### config.mk
export PLATFORM = sky130hd
export DESIGN_NAME = timer_counter
export DESIGN_NICKNAME = d
export VERILOG_FILES = /design/src/rtl/timer_pkg.sv /design/src/rtl/timer_be_merge.sv /design/src/rtl/timer_counter.sv
export SDC_FILE = /design/constraint.sdc
export NUM_CORES = 1
export LEC_CHECK = 0
export ABC_AREA = 1
export CAP_MARGIN = 10
export CORE_ASPECT_RATIO = 1.5
export CORE_UTILIZATION = 50
export DETAILED_ROUTE_END_ITERATION = 8
export PLACE_DENSITY_LB_ADDON = 0.08
export REMOVE_ABC_BUFFERS = 1
export SLEW_MARGIN = 40
export SYNTH_ARGS = -nofsm -noshare
export SYNTH_HDL_FRONTEND = slang
export SYNTH_HIERARCHICAL = 1
export SYNTH_SLANG_ARGS = --single-unit
### constraint.sdc
create_clock -name clk -period 1.63 [get_ports clk]
set_input_delay 0.4075 -clock clk [delete_from_list [all_inputs] [get_ports clk]]
set_output_delay 0.4075 -clock clk [all_outputs]
set_load 0.02 [all_outputs]
### src/rtl/timer_pkg.sv
// rtl/timer_pkg.sv - shared constants, state encoding and helpers for timer_counter
package timer_pkg;

  localparam logic [1:0] ADDR_CTRL   = 2'd0;
  localparam logic [1:0] ADDR_PRESET = 2'd1;
  localparam logic [1:0] ADDR_COUNT  = 2'd2;

  localparam int EN       = 0;
  localparam int MODE_LSB = 1;
  localparam int IM       = 3;

  localparam logic [1:0] MODE_ONESHOT = 2'd0;
  localparam logic [1:0] MODE_AUTO    = 2'd1;

  typedef enum logic [1:0] {
    S_IDLE = 2'd0,
    S_LOAD = 2'd1,
    S_CNT  = 2'd2,
    S_INT  = 2'd3
  } state_t;

  function automatic logic [31:0] ctrl_word(input logic [3:0] ctrl);
    return {28'b0, ctrl};
  endfunction

endpackage

### src/rtl/timer_be_merge.sv
// rtl/timer_be_merge.sv - byte-enable merge of a register's old value with write data
module timer_be_merge (
  input  logic [31:0] old_val,
  input  logic [31:0] wdata,
  input  logic [3:0]  we,
  output logic [31:0] merged
);

  always_comb begin
    merged = old_val;
    for (int i = 0; i < 4; i++) begin
      if (we[i]) merged[i*8 +: 8] = wdata[i*8 +: 8];
    end
  end

endmodule

### src/rtl/timer_counter.sv
// rtl/timer_counter.sv - memory-mapped 32-bit down-counting timer with level interrupt
module timer_counter
  import timer_pkg::*;
#(
  parameter logic [31:0] PRESET_RESET = 32'h0000_0000,
  parameter bit          IRQ_PULSE_M1 = 1'b1
) (
  input  logic        clk,
  input  logic        rst_n,
  input  logic [1:0]  Addr,
  input  logic [31:0] WData,
  input  logic [3:0]  WE,
  output logic [31:0] RData,
  output logic        IRQ
);

  state_t      state_q, state_d;
  logic [3:0]  ctrl_q, ctrl_d;
  logic [31:0] preset_q, preset_d;
  logic [31:0] count_q, count_d;
  logic        pend_q, pend_d;

  logic        wr_any, wr_ctrl, wr_preset;
  logic        mode_auto;
  logic [31:0] ctrl_merged, preset_merged;
  logic        ctrl_hi_unused;

  assign wr_any    = |WE;
  assign wr_ctrl   = wr_any && (Addr == ADDR_CTRL);
  assign wr_preset = wr_any && (Addr == ADDR_PRESET);
  assign mode_auto = (ctrl_q[MODE_LSB +: 2] == MODE_AUTO);

  timer_be_merge u_ctrl_merge (
    .old_val (ctrl_word(ctrl_q)),
    .wdata   (WData),
    .we      (WE),
    .merged  (ctrl_merged)
  );

  timer_be_merge u_preset_merge (
    .old_val (preset_q),
    .wdata   (WData),
    .we      (WE),
    .merged  (preset_merged)
  );

  // CTRL[31:4] do not exist; written bits there are simply dropped.
  assign ctrl_hi_unused = ^ctrl_merged[31:4];

  always_comb begin
    state_d  = state_q;
    ctrl_d   = ctrl_q;
    preset_d = preset_q;
    count_d  = count_q;
    pend_d   = pend_q;

    if (wr_ctrl)   ctrl_d   = ctrl_merged[3:0];
    if (wr_preset) preset_d = preset_merged;
    if (wr_ctrl || wr_preset) pend_d = 1'b0;

    case (state_q)
      S_IDLE: begin
        if (ctrl_q[EN]) state_d = S_LOAD;
      end
      S_LOAD: begin
        count_d = preset_q;
        state_d = S_CNT;
      end
      S_CNT: begin
        if (!ctrl_q[EN]) begin
          state_d = S_IDLE;
        end else if (count_q > 32'd1) begin
          count_d = count_q - 32'd1;
        end else begin
          // Setting pend here takes priority over a same-cycle write-clear.
          count_d = 32'd0;
          pend_d  = 1'b1;
          state_d = S_INT;
        end
      end
      S_INT: begin
        state_d = S_IDLE;
        if (mode_auto) begin
          if (IRQ_PULSE_M1) pend_d = 1'b0;
        end else if (!wr_ctrl) begin
          ctrl_d[EN] = 1'b0;
        end
      end
      default: state_d = S_IDLE;
    endcase
  end

  always_ff @(posedge clk or negedge rst_n) begin
    if (!rst_n) begin
      state_q  <= S_IDLE;
      ctrl_q   <= 4'd0;
      preset_q <= PRESET_RESET;
      count_q  <= 32'd0;
      pend_q   <= 1'b0;
    end else begin
      state_q  <= state_d;
      ctrl_q   <= ctrl_d;
      preset_q <= preset_d;
      count_q  <= count_d;
      pend_q   <= pend_d;
    end
  end

  always_comb begin
    RData = 32'd0;
    case (Addr)
      ADDR_CTRL:   RData = ctrl_word(ctrl_q);
      ADDR_PRESET: RData = preset_q;
      ADDR_COUNT:  RData = count_q;
      default:     RData = 32'd0;
    endcase
  end

  assign IRQ = ctrl_q[IM] & pend_q;

endmodule
==> metrics.md <==
| Metric | Value |
|---|---|
| Worst Path Max Fanout | 7 |
| Nets | 927 |
| Clk_skew | 0.00795 ns |
| Synth Cell Area | 4740 sq um |
| # H-tree levels | 3 |
| Starting Density | 51.2% |
| Placed Area | 6310 sq um |
| Die W | 81.5 um |
| Clk_lat worst skew | 0.35 ns |
| Setup crit start kind | flop |
| Layout cell share with drive strength beyond 1 | 40.6% |
| Final min period | 1.84 ns |
| Met2 Use GR | 61.5% |
| Synth warn | 6 |
| Status | finished, violations left |
| Worst Setup Path Type | flop to flop |
| CTS sink count | 71 |
| Syn avg cell area | 6.82 sq um |
| Die H | 121 um |
| CTS Buffer Depth | 2 |
| Routed wire length | 18900 um |
| Post-DRT Antenna Nets | 0 |
| First-pass GRT wire length | 25600 um |
| Fill cells | 577 |
| Max Slew Vio Count | 0 |
| Diodes inserted | 0 |
| Dpl hpwl | 10800 um |
| TritonCTS clock tree | done |
| Setup-failing EPs final | 46 |
| Largest net degree at the start of global routing | 72 |
| Max_cap viols | 0 |
| Die Area | 9880 sq um |
| Place WS | -1.00 ns |
| Failing checks | setup timing |
| Grt total ovfl | 0 |
| Crit-path slowest cell | dfrtp_2 |
| Io pins | 73 |
| Vias in the first global route | 5658 |
| Port Buffers | 72 |
| CP required | 1.88 ns |
| M3 GR Usage | 5.34% |
| Final Hold Vio Count | 0 |
| Routed WL per cell | 18.9 um |
| RD Place Congestion | 0.917 |
| 1st-pass router iterations | 6 |
| Pwr dens | 1570 nW/um^2 |
| Residual DRC | 0 |
| Cell breakdown of the critical path | inv_2 -> ha_4 -> nand2_4 -> nor2_4 -> nand2_4 -> nand2_4 -> a21oi_4 -> buf_12 -> buf_16 -> o21ai_2 -> a21oi_1 |
| Slew HR | 71.5% |
| Crit path arrival time | 2.10 ns |
| Gr busiest metal | met2 |
| CTS buffer count | 9 |
| Delay of the slowest critical-path stage | 0.44 ns |
| DR iter-0 viols | 481 |
| CP endpoint kind | flop |
| Maximum vdd drop | 1030 uV |
| M1 GR Usage | 36.2% |
| Final worst setup slack | -0.215 ns |
| Worst-path clk slew | 0.06 ns |
| Unrepaired setup endpoints after global routing | true |
| Finished layout cell area | 7600 sq um |
| Crit path top cell by count | nand2_4 |
| Final period util | 113% |
| Vias | 5810 |
| Gr usage total | 34.7% |
| Root buffer cell | clkbuf_16 |
| Row cnt | 43 |
| Via density | 5.80 |
| Syn-to-layout area delta | 60.2% |
| Core Util, Final | 82.1% |
| R2R cell count | 11 |
| Core area | 9250 sq um |
| Leakage Power | 3.58 nW |
| Post-Synthesis Cells | 695 |
| Worst slew pin tran | 0.427 ns |
| Max Clock Freq | 542 MHz |
| Min-delay worst type | input port to async pin |
| Initial antenna violation count | 0 |
report_power, final:
group | total (mW) | internal [mW] | switching, mW
Clock | 1.87 | 1.07 | 0.800
Combinational | 6.92 | 3.08 | 3.84
Sequential | 3.11 | 2.42 | 0.689
area by class of cell:
class	instances	area, sq um	share of cell area (%)
Clock buffer	13	250	3.29
Clock inverter	3	18.8	0.247
Inverter	74	285	3.76
Multi-Input combinational cell	523	3160	41.6
Sequential cell	71	1790	23.5
Tap cell	112	140	1.84
Timing Repair Buffer	206	1950	25.7
layer usage:
layer / wire length, um / share of wire, %
met1: 6470 / 34
met2: 9860 / 52
met3: 1230 / 6.5
met4: 1360 / 7.2
met5: 0 / 0
worst max-delay path, delay by kind of cell, from the launching register on:
| kind | cells | cell delay [ns] |
|---|---|---|
| AO/OA/AOI/OAI | 3 | 0.47 |
| adder cells (fa/ha/maj) | 1 | 0.17 |
| buffers and inverters | 3 | 0.40 |
| flip-flops | 1 | 0.44 |
| AND/OR/NAND/NOR | 4 | 0.26 |
sequential cells by signal, indices dropped and copies added (netlist names):
name	flops
pend_q	1
count_q	32
state_q	2
ctrl_q	4
preset_q	32
cell usage in the layout, fill, tap and decap left out, types with 2 or more instances in the layout:
master / instances
ha_4: 2
inv_2: 15
nand3_2: 13
o22ai_4: 10
clkinv_2: 2
clkbuf_1: 3
o211ai_1: 3
dlygate4sd2_1: 2
o21ai_1: 5
nand3_1: 22
buf_8: 3
dfrtp_2: 9
xor2_1: 5
dfrtp_1: 62
nand3_4: 3
o21ai_0: 36
clkdlybuf4s50_1: 35
o21ai_2: 19
nand2_2: 17
buf_6: 33
inv_1: 57
buf_12: 11
buf_2: 2
nand4_1: 5
a21oi_2: 18
nand2_4: 8
nor2_2: 18
nor2_4: 17
mux2_2: 23
buf_4: 118
clkbuf_16: 10
nor3_4: 2
a21oi_1: 28
nand2_1: 194
nor2_1: 69
final timing paths:
| path | slack [ns] | startpoint | endpoint |
|---|---|---|---|
| max | -0.21 | count_q[0]$_DFFE_PN0P_ | count_q[17]$_DFFE_PN0P_ |
| min | 0.08 | rst_n | preset_q[11]$_DFFE_PN0P_ |
| max reg2reg | -0.21 | count_q[0]$_DFFE_PN0P_ | count_q[17]$_DFFE_PN0P_ |
| min reg2reg | 0.57 | count_q[8]$_DFFE_PN0P_ | count_q[8]$_DFFE_PN0P_ |
| max in group asynchronous | 1.19 | rst_n | count_q[23]$_DFFE_PN0P_ |
| min in group clk | 0.57 | count_q[8]$_DFFE_PN0P_ | count_q[8]$_DFFE_PN0P_ |
through the flow:
step | std cells | hold slack, ns | TNS (ns) | power, mW
2_1_floorplan | 668 | 0.112 | -57.52 | 5.46
3_3_place_gp | 961 | 0.474 | -55.97 | 7.79
3_5_place_dp | 962 | 0.472 | -53.91 | 7.98
4_1_cts | 996 | 0.117 | -0.174 | 10.5
5_1_grt | 1002 | 0.118 | -6.65 | 12.5
6_report | 1002 | 0.0782 | -4.44 | 11.9
timing repair:
item	CTS	global route
pin swaps	21	32
hold buffers	0	0
setup buffers	15	6
endpoints found under the setup margin	99	79
resized for setup	274	167
cloned	3	1
No activity file was read; power rests on OpenSTA's default activity.
